--- src/rtl/mips_if_pkg.sv ---
// Shared types and constants for the instruction-fetch controller.
package mips_if_pkg;

    typedef enum logic [1:0] {
        IDLE  = 2'b00,
        FETCH = 2'b01,
        KILL  = 2'b10
    } fetch_state_t;

    localparam int unsigned INS_W   = 32;
    localparam int unsigned PC_INC  = 4;
    localparam logic [INS_W-1:0] NOP_INS = 32'h0000_0000;

    function automatic logic [31:0] sat_inc(input logic [31:0] value);
        return (value == 32'hFFFF_FFFF) ? value : value + 32'd1;
    endfunction

endpackage

--- src/rtl/if_perf_cnt.sv ---
// Three saturating event counters for the fetch stage (used when FETCH_PERF_CNT_EN is defined).
module if_perf_cnt
    import mips_if_pkg::*;
(
    input  logic        clk,
    input  logic        rst_n,
    input  logic        fetch_evt,
    input  logic        stall_evt,
    input  logic        kill_evt,
    output logic [31:0] perf_fetch,
    output logic [31:0] perf_stall,
    output logic [31:0] perf_kill
);

    logic [31:0] fetch_cnt_r;
    logic [31:0] stall_cnt_r;
    logic [31:0] kill_cnt_r;

    // Counter registers, each holding at all-ones once saturated
    always_ff @(posedge clk or negedge rst_n) begin
        if (!rst_n) begin
            fetch_cnt_r <= 32'd0;
            stall_cnt_r <= 32'd0;
            kill_cnt_r  <= 32'd0;
        end else begin
            if (fetch_evt) fetch_cnt_r <= sat_inc(fetch_cnt_r);
            if (stall_evt) stall_cnt_r <= sat_inc(stall_cnt_r);
            if (kill_evt)  kill_cnt_r  <= sat_inc(kill_cnt_r);
        end
    end

    assign perf_fetch = fetch_cnt_r;
    assign perf_stall = stall_cnt_r;
    assign perf_kill  = kill_cnt_r;

endmodule

--- src/rtl/if_fetch_ctrl.sv ---
// Instruction-fetch sequencer: PC, IMEM request handshake, IF/ID register, redirect/kill handling.
// Optional performance counters are built when FETCH_PERF_CNT_EN is defined.
module if_fetch_ctrl
    import mips_if_pkg::*;
#(
    parameter int unsigned       ADDR_W   = 32,
    parameter logic [ADDR_W-1:0] RESET_PC = {ADDR_W{1'b0}}
) (
    input  logic              clk,
    input  logic              rst_n,
    input  logic              pc_src,
    input  logic [ADDR_W-1:0] branch_tgt,
    input  logic              halt,
    output logic              imem_req,
    output logic [ADDR_W-1:0] imem_adr,
    input  logic              imem_rdy,
    input  logic [INS_W-1:0]  imem_rdata,
    output logic              ifid_valid,
    input  logic              ifid_ready,
    output logic [INS_W-1:0]  ifid_ins,
    output logic [ADDR_W-1:0] ifid_npc
`ifdef FETCH_PERF_CNT_EN
    ,
    output logic [31:0]       perf_fetch,
    output logic [31:0]       perf_stall,
    output logic [31:0]       perf_kill
`endif
);

    fetch_state_t      state_r, state_nxt_s;
    logic [ADDR_W-1:0] pc_r, pc_nxt_s;
    logic [ADDR_W-1:0] tgt_q_r, tgt_q_nxt_s;
    logic              req_pending_r, req_pending_nxt_s;
    logic              ifid_valid_r, ifid_valid_nxt_s;
    logic [INS_W-1:0]  ifid_ins_r, ifid_ins_nxt_s;
    logic [ADDR_W-1:0] ifid_npc_r, ifid_npc_nxt_s;
    logic [ADDR_W-1:0] redir_tgt_s, pc_inc_s;
    logic              req_s, accept_s, discard_s;
    logic              unused_tgt_s;

    assign redir_tgt_s  = {branch_tgt[ADDR_W-1:2], 2'b00};
    assign pc_inc_s     = pc_r + ADDR_W'(PC_INC);
    assign unused_tgt_s = ^branch_tgt[1:0];

    // Next-state, PC and request decode
    always_comb begin
        state_nxt_s = state_r;
        pc_nxt_s    = pc_r;
        tgt_q_nxt_s = tgt_q_r;
        req_s       = 1'b0;
        accept_s    = 1'b0;
        discard_s   = 1'b0;
        case (state_r)
            IDLE: begin
                state_nxt_s = FETCH;
            end
            FETCH: begin
                req_s = (!halt && (!ifid_valid_r || ifid_ready)) || req_pending_r;
                if (pc_src) begin
                    // An outstanding request must finish at its old address before redirecting
                    if (req_s && !imem_rdy) begin
                        tgt_q_nxt_s = redir_tgt_s;
                        state_nxt_s = KILL;
                    end else begin
                        pc_nxt_s  = redir_tgt_s;
                        discard_s = req_s && imem_rdy;
                    end
                end else if (req_s && imem_rdy) begin
                    accept_s = 1'b1;
                    pc_nxt_s = pc_inc_s;
                end else begin
                    pc_nxt_s = pc_r;
                end
            end
            KILL: begin
                req_s = 1'b1;
                if (imem_rdy) begin
                    discard_s   = 1'b1;
                    state_nxt_s = FETCH;
                    pc_nxt_s    = pc_src ? redir_tgt_s : tgt_q_r;
                end else if (pc_src) begin
                    tgt_q_nxt_s = redir_tgt_s;
                end else begin
                    tgt_q_nxt_s = tgt_q_r;
                end
            end
            default: begin
                state_nxt_s = IDLE;
            end
        endcase
        req_pending_nxt_s = req_s && !imem_rdy;
    end

    // IF/ID output register next values: flush beats accept beats drain
    always_comb begin
        ifid_valid_nxt_s = ifid_valid_r;
        ifid_ins_nxt_s   = ifid_ins_r;
        ifid_npc_nxt_s   = ifid_npc_r;
        if (pc_src || (state_r == KILL)) begin
            ifid_valid_nxt_s = 1'b0;
        end else if (accept_s) begin
            ifid_valid_nxt_s = 1'b1;
            ifid_ins_nxt_s   = imem_rdata;
            ifid_npc_nxt_s   = pc_inc_s;
        end else if (ifid_valid_r && ifid_ready) begin
            ifid_valid_nxt_s = 1'b0;
        end else begin
            ifid_valid_nxt_s = ifid_valid_r;
        end
    end

    // State, PC, redirect target and IF/ID registers
    always_ff @(posedge clk or negedge rst_n) begin
        if (!rst_n) begin
            state_r       <= IDLE;
            pc_r          <= RESET_PC;
            tgt_q_r       <= {ADDR_W{1'b0}};
            req_pending_r <= 1'b0;
            ifid_valid_r  <= 1'b0;
            ifid_ins_r    <= NOP_INS;
            ifid_npc_r    <= {ADDR_W{1'b0}};
        end else begin
            state_r       <= state_nxt_s;
            pc_r          <= pc_nxt_s;
            tgt_q_r       <= tgt_q_nxt_s;
            req_pending_r <= req_pending_nxt_s;
            ifid_valid_r  <= ifid_valid_nxt_s;
            ifid_ins_r    <= ifid_ins_nxt_s;
            ifid_npc_r    <= ifid_npc_nxt_s;
        end
    end

    assign imem_req   = req_s;
    assign imem_adr   = pc_r;
    assign ifid_valid = ifid_valid_r;
    assign ifid_ins   = ifid_ins_r;
    assign ifid_npc   = ifid_npc_r;

`ifdef FETCH_PERF_CNT_EN
    if_perf_cnt u_perf (
        .clk        (clk),
        .rst_n      (rst_n),
        .fetch_evt  (ifid_valid_r && ifid_ready),
        .stall_evt  (ifid_valid_r && !ifid_ready),
        .kill_evt   (discard_s),
        .perf_fetch (perf_fetch),
        .perf_stall (perf_stall),
        .perf_kill  (perf_kill)
    );
`endif

endmodule
--- config.mk ---
export PLATFORM = sky130hd
export DESIGN_NAME = if_fetch_ctrl
export DESIGN_NICKNAME = d
export VERILOG_FILES = /design/src/rtl/mips_if_pkg.sv /design/src/rtl/if_perf_cnt.sv /design/src/rtl/if_fetch_ctrl.sv
export SDC_FILE = /design/constraint.sdc
export NUM_CORES = 1
export LEC_CHECK = 0
export CAP_MARGIN = 40
export CORE_ASPECT_RATIO = 1.75
export CORE_UTILIZATION = 44
export DETAILED_ROUTE_END_ITERATION = 6
export MAX_ROUTING_LAYER = met4
export PLACE_DENSITY_LB_ADDON = 0.05
export SLEW_MARGIN = 10
export SYNTH_ARGS = -nofsm -noshare
export SYNTH_HDL_FRONTEND = slang
export SYNTH_SLANG_ARGS = --single-unit
--- constraint.sdc ---
create_clock -name clk -period 2.3 [get_ports clk]
set_clock_uncertainty 0.05 [all_clocks]
set_input_delay 0.575 -clock clk [delete_from_list [all_inputs] [get_ports clk]]
set_output_delay 0.575 -clock clk [all_outputs]
set_load 0.01 [all_outputs]
==> results.toml <==
[timing]
maxSlewViolCount = 0
final.min_clock_period_ns = 2.21
hold_viol_final = 0
hold_slack_ns = 0.0608
period_share_pct = 96.0
fin_ws_ns = 0.0914
tightest_slew_ns = 0.606
setup_violations = 0
max_freq_ghz = 0.453
relSlewSlack_pct = 59.2
rsz0062_at_grt = "false"

[grt]
grt_pass1_wl_mm = 28.4
overflow = 0
grtUsageMet3_pct = 4.86
grt_max_degree = 55
grtUsageMet2_pct = 44.5
grt_util_all_layers_pct = 25.4
antenna_found_initial = 0
grt_pass1_vias = 5672
gr-usage-met1_pct = 28.4
top_usage_layer = "met2"

[routing]
routed_via_density = 5.49
routed_wl_mm = 17.4
drtIter0Drc = 252
avgRoutedWirePerCell_um = 17.5
vias = 5438
drc = 0
dr.pass1.iters = 6
ant_nets = 0

[critical_path]
path_max_fanout = 2
critPathKind = "input pin to output pin"
reg2reg_depth = 5
critPathCaptureType = "output pin"
cp_top_family = "buffers and inverters"
crit_chain = "dlygate4sd2_1 > nand2b_4 > a21o_1 > and2_4 > o21a_1 > buf_2"
cp_slowest_cell = "dlygate4sd2_1"
cp_data_required_time_ns = 1.67
r2r-start = "imem_adr[13]$_DFFE_PN0P_"
startpoint = "ifid_ready"
r2r_end = "imem_adr[28]$_DFFE_PN0P_"
critical_path_buf_inv_count = 2
r2r_setup_slack_ns = 0.12
cp.arrival_ns = 1.58
cp-start-kind = "input pin"
crit_path_max_incr_delay_ns = 0.24

[synth]
synth-seq-cells = 132
synth_cell_types = 49
ys_seq_area_share_pct = 52.8
async_flop_share_pct = 100
synthCells = 588
ys.warnings.count = 0
synth_edf_count = 0
syn_nets = 662
avgSynthCellArea_sq_um = 10.6
synth_area_sq_um = 6250
synthFlopType = "dfrtp_1"

[die]
num_rows = 57
core_region_area_sq_um = 13900
die_area_sq_um = 14700
die_w_um = 92.1
ioPinCount = 168
initial_core_util_pct = 44.9
die_y_um = 160

[cells_and_area]
layout_commonest_cell = "clkdlybuf4s50_1"
mostFrequentLayoutCells = "161 x clkdlybuf4s50_1, 132 x dfrtp_1, 71 x o21ai_0, 63 x mux2_2, 62 x buf_4"
layout-drive-gt1-share_pct = 21.6
n_antenna_cell = 0
syn_to_final_growth_pct = 47.0
final_nets = 875
layout.cells.non_filler = 991

[outcome]
status = "finished, final reports clean"

[placed_design]
dp_cells = 959
port_buffers = 165
place_hpwl_mm = 12.6
place_ws_ns = -0.466
place_congestion = 0.878

[clocking]
htree_num_levels = 4
cts_buffers = 17
cts_buffer_depth = 2
cts.sinks = 132
clk_pin_slew_ns = 0.06
clk_latency_ns = 0.42
cts_tree = "built"
cts_root_buf = "clkbuf_16"

[job]
drv_cap = 0

[hold_path]
hold_path.class = "input pin to asynchronous set/reset pin"

[pwr]
power.density_nw_per_um2 = 1350
ir_drop_v = 0.000746
p_leak_uw = 0.00387
-- worst max path at each step --
stage	end	slack (ns)	cells after the start
floorplan	ifid_ins[10]$_DFFE_PN0P_	0.004	6
global placement	imem_req	-0.48	6
detailed placement	imem_req	-0.47	6
CTS	imem_req	0.1	6
global route	imem_adr[28]$_DFFE_PN0P_	0.01	5
finish	imem_req	0.09	6
-- repair_timing --
action                                  in CTS  in global routing
pin swaps                                    3                  0
hold buffers                                 0                  0
endpoints found under the setup margin       1                  2
gates resized for setup                      8                  2
buffers inserted                             0                  0
-- cell usage after synthesis, drive strengths merged, types with 9 or more instances --
cell type  number  area, sq um
a21oi          23          115
a22o            9         78.8
buf             9         48.8
clkbuf         31          118
dfrtp         132         3300
inv            13         48.8
mux2           63          709
nand2          57          214
nand3          10         60.1
nand4           9         56.3
nor2           36          135
nor3            9         45.0
nor4           10         62.6
o21ai          74          370
o2bb2ai        10         87.6
xnor2          24          210
-- per-stage QoR --
stage / area [sq um] / TNS (ns) / util (%) / power (uW)
2_1_floorplan: 6250 / 0 / - / 6630
3_3_place_gp: 8570 / -24.43 / 61.6 / 9460
3_5_place_dp: 8570 / -24.85 / 61.6 / 9660
4_1_cts: 9180 / 0 / 66.0 / 12500
5_1_grt: 9190 / 0 / 66.1 / 13100
6_report: 9190 / 0 / 66.1 / 12400
-- per-layer routing --
metal  wire length, um  vias to the layer above
met5                 0                        -
met4               309                        0
met3               795                       27
met2              9410                      191
met1              6850                     2673
li1                  -                     2547
-- registers in the layout, indices dropped and copies added (netlist names) --
register,cells
ifid_npc,32
imem_adr,32
tgt_q_r,32
state_r,2
req_pending_r,1
ifid_ins,32
ifid_valid,1
-- cell type report --
class,count,area (sq um)
fillers,1143,4720
flip-flops and latches,132,3300
multi-input cells,402,2760
repair buffers,234,2250
clock buffers,21,480
well taps,177,221
clock inverters,11,125
inverters,14,52.6
-- where the power goes --
part	switching (uW)	total, uW	leakage [uW]	internal [uW]
Sequential	709	4130	0.00162	3430
Combinational	2450	5490	0.00196	3040
Clock	1030	2740	0.000284	1710
-- worst reg2reg max path: stages, from the launching register on --
cell,delay [ns]
dfrtp_1,0.37
nand4_1,0.19
or4_4,0.55
or4_4,0.55
a21o_1,0.20
a22o_1,0.17
-- cells by family after synthesis --
logic type | Yosys count | synth area share (%)
compound gates | 154 | 15.6
simple gates | 149 | 11.3
flops | 132 | 52.8
mux | 67 | 12.0
buf+inv | 54 | 3.50
xor+xnor | 28 | 3.92
fa+ha+maj | 4 | 0.801
No activity file was read; power rests on OpenSTA's default activity.
